**config.mk**
```make
export PLATFORM = sky130hd
export DESIGN_NAME = rand_sched_flat
export DESIGN_NICKNAME = d
export VERILOG_FILES = /design/src/rtl/rand_sched_pkg.sv /design/src/rtl/rand_sched_if.sv /design/src/rtl/rand_sched_rr_arbiter.sv /design/src/rtl/rand_sched.sv /design/src/flat_wrapper.sv
export SDC_FILE = /design/constraint.sdc
export NUM_CORES = 1
export LEC_CHECK = 0
export CAP_MARGIN = 20
export CORE_UTILIZATION = 50
export DETAILED_ROUTE_END_ITERATION = 8
export DONT_BUFFER_PORTS = 1
export HOLD_SLACK_MARGIN = 0.15
export PLACE_DENSITY = 0.68
export SLEW_MARGIN = 40
export SYNTH_ARGS = -nofsm -noshare
export SYNTH_HDL_FRONTEND = slang
export SYNTH_SLANG_ARGS = --single-unit
```
**constraint.sdc**
```tcl
create_clock -name clk -period 2.9 [get_ports clk]
set_clock_uncertainty 0.1 [all_clocks]
set_input_delay 0.29 -clock clk [delete_from_list [all_inputs] [get_ports clk]]
set_output_delay 0.29 -clock clk [all_outputs]
set_load 0.02 [all_outputs]
```
**src/rtl/rand_sched_pkg.sv**
```systemverilog
// Shared types and helpers for the random-source scheduler.
//   state_e       : scheduler FSM states
//   INIT_SEED_DEF : default LFSR seed after reset and for zero entropy
//   mask_of()     : smallest all-ones mask (2^k-1) covering a limit
//   idx_width()   : bit width of a requester index (at least 1)
package rand_pkg;

  typedef enum logic [1:0] {
    SEED = 2'd0,
    IDLE = 2'd1,
    DRAW = 2'd2,
    RESP = 2'd3
  } state_e;

  localparam logic [7:0] INIT_SEED_DEF = 8'hA5;

  // Smear the highest set bit downward: the result is the smallest 2^k-1 >= lim.
  function automatic logic [7:0] mask_of(input logic [7:0] lim);
    logic [7:0] m;
    m = lim | (lim >> 1);
    m = m | (m >> 2);
    m = m | (m >> 4);
    return m;
  endfunction

  function automatic int idx_width(input int n);
    return (n > 1) ? $clog2(n) : 1;
  endfunction

endpackage

```
**src/rtl/rand_sched_if.sv**
```systemverilog
// Request/response bundle between game-logic requesters and rand_sched.
//   req   : per-requester request level (held until gnt)
//   limit : inclusive upper bound per requester, slice i = limit[8*i+7:8*i]
//   gnt   : one-hot grant, high for one cycle together with valid
//   valid : rdata is valid this cycle
//   rdata : random result in [0, limit of granted requester]
interface rand_sched_if #(
  parameter int NREQ = 4
);
  logic [NREQ-1:0]   req;
  logic [NREQ*8-1:0] limit;
  logic [NREQ-1:0]   gnt;
  logic              valid;
  logic [7:0]        rdata;

  modport master (output req, limit, input gnt, valid, rdata);
  modport slave  (input req, limit, output gnt, valid, rdata);
endinterface

```
**src/rtl/rand_sched_rr_arbiter.sv**
```systemverilog
// Combinational round-robin pick.
//   req      : request vector
//   last     : index of the most recently served requester
//   pick     : one-hot winner, searching from last+1 modulo NREQ
//   pick_idx : binary index of the winner
//   any      : at least one request is asserted
module rr_arbiter
  import rand_pkg::*;
#(
  parameter int NREQ = 4,
  parameter int IW   = idx_width(NREQ)
) (
  input  logic [NREQ-1:0] req,
  input  logic [IW-1:0]   last,
  output logic [NREQ-1:0] pick,
  output logic [IW-1:0]   pick_idx,
  output logic            any
);

  always_comb begin
    logic [IW-1:0] j;
    pick     = '0;
    pick_idx = '0;
    any      = 1'b0;
    j        = last;
    // Walk NREQ positions starting after last; the first hit wins.
    for (int off = 0; off < NREQ; off++) begin
      j = (j == IW'(NREQ - 1)) ? '0 : j + IW'(1);
      if (!any && req[j]) begin
        any      = 1'b1;
        pick[j]  = 1'b1;
        pick_idx = j;
      end
    end
  end

endmodule

```
**src/rtl/rand_sched.sv**
```systemverilog
// Round-robin scheduler sharing one 8-bit LFSR among several requesters.
// Owns the LFSR reset/seed pins, reseeds at power-up and on demand, and
// returns a uniform byte in [0, limit] by mask-and-reject sampling with a
// bounded number of tries.
//   clk, rst      : clock, synchronous active-high reset
//   bus           : requester bundle (req/limit in, gnt/valid/rdata out)
//   reseed        : one-cycle pulse requesting a reseed from entropy
//   entropy       : seed source captured when a reseed is serviced
//   rng_rst       : LFSR reset pin (one cycle high per seeding)
//   rng_seed      : LFSR seed pin
//   rng_value     : current LFSR output
//
// state | meaning
// SEED  | rng_rst high for one cycle, LFSR loads rng_seed
// IDLE  | service pending reseed first, otherwise accept a request
// DRAW  | sample rng_value under mask, accept or reject
// RESP  | valid/gnt high, remember the served requester
module rand_sched
  import rand_pkg::*;
#(
  parameter int         NREQ      = 4,
  parameter int         MAX_TRIES = 8,
  parameter logic [7:0] INIT_SEED = INIT_SEED_DEF
) (
  input  logic       clk,
  input  logic       rst,
  rand_sched_if.slave bus,
  input  logic       reseed,
  input  logic [7:0] entropy,
  output logic       rng_rst,
  output logic [7:0] rng_seed,
  input  logic [7:0] rng_value
);

  localparam int IW = idx_width(NREQ);
  localparam int TW = $clog2(MAX_TRIES + 1);

  state_e          state, state_nx;
  logic [IW-1:0]   idx, idx_nx;
  logic [IW-1:0]   last, last_nx;
  logic [NREQ-1:0] sel, sel_nx;
  logic [7:0]      lim, lim_nx;
  logic [7:0]      mask, mask_nx;
  logic [TW-1:0]   tries, tries_nx;
  logic            pend, pend_nx;

  logic [NREQ-1:0] gnt_q, gnt_nx;
  logic            valid_q, valid_nx;
  logic [7:0]      rdata_q, rdata_nx;
  logic            rng_rst_nx;
  logic [7:0]      rng_seed_nx;

  logic [NREQ-1:0] pick;
  logic [IW-1:0]   pick_idx;
  logic            pick_any;
  logic [7:0]      v;

  rr_arbiter #(
    .NREQ (NREQ),
    .IW   (IW)
  ) u_arb (
    .req      (bus.req),
    .last     (last),
    .pick     (pick),
    .pick_idx (pick_idx),
    .any      (pick_any)
  );

  assign v = rng_value & mask;

  always_comb begin
    state_nx    = state;
    idx_nx      = idx;
    last_nx     = last;
    sel_nx      = sel;
    lim_nx      = lim;
    mask_nx     = mask;
    tries_nx    = tries;
    pend_nx     = pend | reseed;
    rdata_nx    = rdata_q;
    rng_seed_nx = rng_seed;

    case (state)
      SEED: state_nx = IDLE;

      IDLE: begin
        if (pend) begin
          // Clearing here also swallows a pulse landing on this same edge.
          rng_seed_nx = (entropy == 8'h00) ? INIT_SEED : entropy;
          pend_nx     = 1'b0;
          state_nx    = SEED;
        end else if (pick_any) begin
          idx_nx   = pick_idx;
          sel_nx   = pick;
          lim_nx   = bus.limit[{pick_idx, 3'b000} +: 8];
          mask_nx  = mask_of(lim_nx);
          tries_nx = '0;
          state_nx = DRAW;
        end
      end

      DRAW: begin
        if (v <= lim) begin
          rdata_nx = v;
          state_nx = RESP;
        end else begin
          tries_nx = tries + TW'(1);
          // mask <= 2*lim+1, so a rejected v folds back into [0, lim].
          if (tries_nx == TW'(MAX_TRIES)) begin
            rdata_nx = v - lim - 8'd1;
            state_nx = RESP;
          end
        end
      end

      RESP: begin
        last_nx  = idx;
        state_nx = IDLE;
      end

      default: state_nx = SEED;
    endcase

    // Outputs are registered from the next state so they line up with it.
    rng_rst_nx = (state_nx == SEED);
    valid_nx   = (state_nx == RESP);
    gnt_nx     = (state_nx == RESP) ? sel_nx : '0;
  end

  always_ff @(posedge clk) begin
    if (rst) begin
      state    <= SEED;
      idx      <= '0;
      last     <= IW'(NREQ - 1);
      sel      <= '0;
      lim      <= '0;
      mask     <= '0;
      tries    <= '0;
      pend     <= 1'b0;
      gnt_q    <= '0;
      valid_q  <= 1'b0;
      rdata_q  <= '0;
      rng_rst  <= 1'b1;
      rng_seed <= INIT_SEED;
    end else begin
      state    <= state_nx;
      idx      <= idx_nx;
      last     <= last_nx;
      sel      <= sel_nx;
      lim      <= lim_nx;
      mask     <= mask_nx;
      tries    <= tries_nx;
      pend     <= pend_nx;
      gnt_q    <= gnt_nx;
      valid_q  <= valid_nx;
      rdata_q  <= rdata_nx;
      rng_rst  <= rng_rst_nx;
      rng_seed <= rng_seed_nx;
    end
  end

  assign bus.gnt   = gnt_q;
  assign bus.valid = valid_q;
  assign bus.rdata = rdata_q;

endmodule

```
**src/flat_wrapper.sv**
```systemverilog
// flat-port wrapper written by rule: the top's interface ports become plain ports
module rand_sched_flat import rand_pkg::*;
#(
  parameter int         NREQ      = 4,
  parameter int         MAX_TRIES = 8,
  parameter logic [7:0] INIT_SEED = INIT_SEED_DEF
)
  (clk, rst, reseed, entropy, rng_rst, rng_seed, rng_value, bus_req, bus_limit, bus_gnt, bus_valid, bus_rdata);
  rand_sched_if #(.NREQ(NREQ)) bus_i ();
  input  logic clk;
  input  logic rst;
  input  logic reseed;
  input  logic [7:0] entropy;
  output logic rng_rst;
  output logic [7:0] rng_seed;
  input  logic [7:0] rng_value;
  input wire logic [$bits(bus_i.req)-1:0] bus_req;
  input wire logic [$bits(bus_i.limit)-1:0] bus_limit;
  output wire logic [$bits(bus_i.gnt)-1:0] bus_gnt;
  output wire logic [$bits(bus_i.valid)-1:0] bus_valid;
  output wire logic [$bits(bus_i.rdata)-1:0] bus_rdata;
  assign bus_i.req = bus_req;
  assign bus_i.limit = bus_limit;
  assign bus_gnt = bus_i.gnt;
  assign bus_valid = bus_i.valid;
  assign bus_rdata = bus_i.rdata;
  rand_sched #(.NREQ(NREQ), .MAX_TRIES(MAX_TRIES), .INIT_SEED(INIT_SEED)) u_core (.clk(clk), .rst(rst), .bus(bus_i), .reseed(reseed), .entropy(entropy), .rng_rst(rng_rst), .rng_seed(rng_seed), .rng_value(rng_value));
endmodule
```
# Word-level counts from Yosys, hierarchy flattened
# Cells that the tools add are included.
# W data, S select, Z words.
# word_totals
register_bits	53
latchBits	0
ram_bits	0
rom_bits	0
memories	0
# classes
shifts	1
reduce_logical	21
bitwise	10
n_mux	49
div	0
order_cmp	9
add_sub_neg	7
mul	0
eq_ne	12
# op_table
op	n
$mux W4	10
$shiftx A32 B6 Y8	1
$mux W2	12
$mux W8	3
$eq A2 B2 Y1 const B	7
$mux W1	14
$lt A2 B3 Y1 const B	4
$or A4 B4 Y4	3
$add A2 B1 Y2 const B	4
$and A8 B8 Y8	1
$bmux W1 S2	4
$demux W1 S2	4
$ge A2 B1 Y1 const B	4
$le A8 B8 Y1	1
$logic_not A8 Y1	1
$or A8 B4 Y8	1
$or A8 B6 Y8	1
$or A8 B7 Y8	1
$pmux W4 S2	1
$sub A8 B1 Y8 const B	1
$sub A8 B8 Y8	1
$logic_and A1 B1 Y1	7
$pmux W2 S3	1
$add A4 B1 Y4 const B	1
13 further kinds	21

# Logic depth before layout (Yosys ltp)
# depth
depth_word	20
mapped_depth	11

# Cells and area by module
# From an unflattened synthesis, not the netlist that was laid out.
# hier_totals
hier_cells	368
area_unflattened_um2	3136.8
# modules_own_cells
mod	area_each_um2	seq_area_each_um2	n_inst	cells_per_inst
rand_sched	2677.6	1041.0	1	306
rr_arbiter	459.2	0.0	1	62

# Worst setup path after synthesis
# Ideal clock, no wire load.
# synth_path
path_type	reg2reg
start	register u_core.last[0]
end	register u_core.mask[3]
path_buffers	1
slack_ps	-86
stages_incl_launch_ff	11
arrival_ps	2749
cell_sequence	dfxtp_1 inv_1 ha_1 buf_2 nor3_1 a211oi_1 a311oi_2 mux4_2 nor3_2 and3_4 a211oi_2
# synth_between
elab_chain_len	18
elab_cells_between_ends	39
cone_classes	add/sub: 4; eq/ne: 4; shift: 1; mux: 20; bitwise: 3; reduce/logical: 7
# synth_lines
item	line	rtl
from (decl)	rand_sched.sv:40	logic [IW-1:0] last, last_nx;
from (signal assigned)	rand_sched.sv:134	last <= IW'(NREQ - 1);
from (signal assigned)	rand_sched.sv:148	last <= last_nx;
$add A2 B1 Y2 or $eq A2 B2 Y1 (tied branches)	rand_sched_rr_arbiter.sv:28	j = (j == IW'(NREQ - 1)) ? '0 : j + IW'(1);
$mux W2 (*)	rand_sched_rr_arbiter.sv:28	
branches (longest 16 deep; another with $add A2 B1 Y2)	-	
to (signal assigned)	rand_sched.sv:151	mask <= mask_nx;
to (decl)	rand_sched.sv:43	logic [7:0] mask, mask_nx;
# Mark *: on every way between the ends. The select of a mux whose other input is x is not followed.
# A chain may end at the register's enable or synchronous reset.

# Worst setup path in the final report
# layout_path
start	register u_core.mask[3]
end	register u_core.tries[3]
# layout_between
elab_chain_len	4
# layout_lines
item	line	rtl
$and A8 B8 Y8	rand_sched.sv:69	assign v = rng_value & mask;
$le A8 B8 Y1	rand_sched.sv:103	if (v <= lim) begin
$ne A2 B2 Y1 (no line)	-	
$reduce_and A4 Y1 (no line)	-	
to (signal assigned)	rand_sched.sv:152	tries <= tries_nx;
to (decl)	rand_sched.sv:44	logic [TW-1:0] tries, tries_nx;
# No other way between the ends.

==> impl_metrics.py <==
metrics = {
    "run_status": {
        "status": "complete, no violations",
    },
    "sta": {
        "max_freq_ghz": 0.3599,
        "holdWs_ns": 0.1693,
        "post-route-period-util": 0.9581,
        "worstMarginPinSlew_ns": 0.5327,
        "slew_violations": 0,
        "period_needed_ns": 2.779,
        "relSlewSlack": 0.6445,
        "tns_ns": 0,
        "setup_violations": 0,
        "hold_viol_final": 0,
        "setup_slack_ns": 0.1214,
    },
    "clock_tree": {
        "clk-insertion-delay-late_ns": 0.30,
        "cts_buffers": 5,
        "clock-sinks": 52,
        "clock_path_buffers": 2,
        "clkTransAtPathRegs_ns": 0.10,
        "h-tree-depth": 2,
        "root_buffer": "clkbuf_8",
        "cts_tree": "yes",
    },
    "pwr": {
        "power_frac_clock": 0.176,
        "swShare": 0.3994,
        "finalPower_mw": 2.950,
        "p_seq_frac": 0.351,
        "pwr_density_cell_mw_per_mm2": 832.2,
        "p_leak_nw": 1.373,
        "vdd_drop_max_mv": 0.3673,
        "p_switching_mw": 1.178,
        "comb_power_share": 0.474,
        "p_int_mw": 1.772,
    },
    "worst_setup_path": {
        "slowest_delay_ns": 0.38,
        "cp_num_buf_inv": 0,
        "crit_chain": "and2_1, ha_1, nand2_1, o21bai_1, a21o_1, a211o_2, or3_1, a2111oi_2, a311o_1",
        "critical_path_class": "flop to flop",
        "cp-start-kind": "flop",
        "crit_fanout": 7,
        "crit_slowest_cell": "a211o_2",
        "worstPathRequired_ns": 3.04,
        "arrival_ns": 2.92,
        "cp_top_family": "compound AO/OA/AOI/OAI gates",
        "critPathCaptureType": "flop",
    },
    "detailed_routing": {
        "first_pass_iters": 4,
        "ant_nets": 0,
        "wire_per_inst_um": 15.27,
        "vias_per_cell": 5.856,
        "drt_iter0_drc": 90,
        "routed-via-count": 2635,
        "wirelength_um": 6871,
        "drc": 0,
    },
    "grt": {
        "grt_pass1_vias": 2451,
        "grt_util_all_layers": 0.2166,
        "grt_pass1_wl_um": 11180,
        "antenna_found_initial": 0,
        "grt_overflow": 0,
        "grt_max_degree": 33,
    },
    "layout": {
        "drive_gt1_frac": 0.1413,
        "syn_to_final_growth_pct": 13.68,
        "fillCellCount": 555,
        "nNetsFinal": 451,
        "fin_util": 0.5952,
        "antennaDiodeCount": 0,
    },
    "place": {
        "port_buffers": 0,
        "hpwl_um": 4957,
        "place_ws_ns": 0.04611,
        "globalplace.congestion": 0.8340,
    },
    "die": {
        "die_area_mm2": 0.006556,
        "die_x_um": 80.97,
        "start_util": 0.5235,
        "ios": 77,
        "die_h_um": 80.97,
        "rows": 28,
        "core-area_mm2": 0.005956,
    },
    "yosys": {
        "synth_cells": 355,
        "yosysWarnings": 0,
        "synth_top_area_share": 0.3339,
        "yosysUniqueCellTypes": 59,
        "synth.most_common_cell": "dfxtp_1",
        "synth_area_leaders": "dfxtp_1, ha_1, nand2_1, mux4_1, a21oi_1",
        "synth-main-ff-cell": "dfxtp_1",
        "syn_area_mm2": 0.003118,
        "syn_area_per_cell_um2": 8.783,
        "yosysSeqAreaShare": 0.3339,
        "synth_edf_count": 0,
        "synth_common_cells": "dfxtp_1, nand2_1, nor2_1",
        "syn_nets": 432,
        "synthArstFlopShare": 0,
        "synth_area_leader_cell": "dfxtp_1",
        "synth_seq_cells": 52,
    },
    "run": {
        "cap_violations": 0,
    },
    "min_path": {
        "min_path_type": "input port to flop",
    },
}
## layer usage
layer	wire, um	share of wire	vias to the layer above	GRT usage
met5	0	0	-	0
met4	53	0.0077	0	0.05179
met3	427	0.062	6	0.04607
met2	3139	0.46	93	0.3513
met1	3250	0.47	1225	0.2929
li1	-	-	1311	-
## tightest hold or removal path, cell delays in order
cell and delay (ns):
a311oi_4 0.10, nand2_1 0.08, a21oi_1 0.05
## layout by cell type (no fill, tap or decap), types with 4 or more instances in the layout
master / instances
dlygate4sd3_1: 10
o21ai_0: 8
a31oi_1: 6
mux4_2: 5
a21o_1: 6
clkbuf_8: 6
and2_1: 12
a211oi_2: 4
buf_4: 19
dfxtp_1: 51
a211oi_1: 12
o22ai_1: 4
nand2_1: 46
ha_1: 21
nor2b_1: 4
nor2_1: 31
nor3_1: 10
a21oi_1: 24
xnor2_1: 6
mux2i_1: 9
inv_1: 21
## layout make-up
class,count,area (um2),share of cell area
inverter,21,78.83,0.02224
clock inverter,2,38.79,0.01094
timing repair buffer,30,262.8,0.07413
multi-input combinational,264,1943,0.5482
clock buffer,6,82.58,0.02330
sequential,52,1045,0.2947
tap,75,93.84,0.02647
## state kept, by name, indices dropped and copies added (netlist names)
register	count
u_core.idx	2
u_core.pend	1
u_core.lim	7
u_core.sel	4
u_core.bus.rdata	8
u_core.state	2
u_core.bus.valid	1
u_core.tries	4
u_core.last	2
u_core.rng_rst	1
u_core.rng_seed	8
u_core.bus.gnt	4
u_core.mask	8
## power groups by stage
stage	Combinational (mW)	Clock, mW	Sequential [mW]
after floorplan	1.05	0	1.03
after global placement	1.28	0	1.05
after detailed placement	1.31	0	1.05
after CTS	1.34	0.528	1.04
after global routing	1.56	0.564	1.06
final	1.40	0.518	1.03
## worst paths after layout
check | start | endpoint | slack (ns) | cells after the start
min | bus_req[2] | u_core.idx[0] | 0.17 | 3
max reg2reg | u_core.mask[3] | u_core.tries[3] | 0.12 | 9
max | u_core.mask[3] | u_core.tries[3] | 0.12 | 9
min reg2reg | u_core.lim[5] | u_core.lim[5] | 0.36 | 2
## cells by family (layout without fill, tap and decap cells)
logic type,after synthesis,in the layout,share of synthesized area
compound gates,87,87,0.1994
xor+xnor,7,7,0.01966
fa+ha+maj,22,22,0.09069
buf+inv,39,59,0.05497
flops,52,52,0.3339
mux,19,19,0.09992
simple gates,129,129,0.2015
## stage by stage
stage | area [um2] | cells
2_1_floorplan | 3131 | 355
3_3_place_gp | 3249 | 427
3_5_place_dp | 3249 | 427
4_1_cts | 3491 | 446
5_1_grt | 3545 | 450
6_report | 3545 | 450
## repair_timing
item                                   4_1_cts  5_1_grt
endpoints found under the hold margin       41        0
buffers inserted                             0        4
setup endpoints to repair                    0       10
hold buffers                                11        0
resized for setup                            0        9
Note: power is estimated with default switching activity, not from simulation.
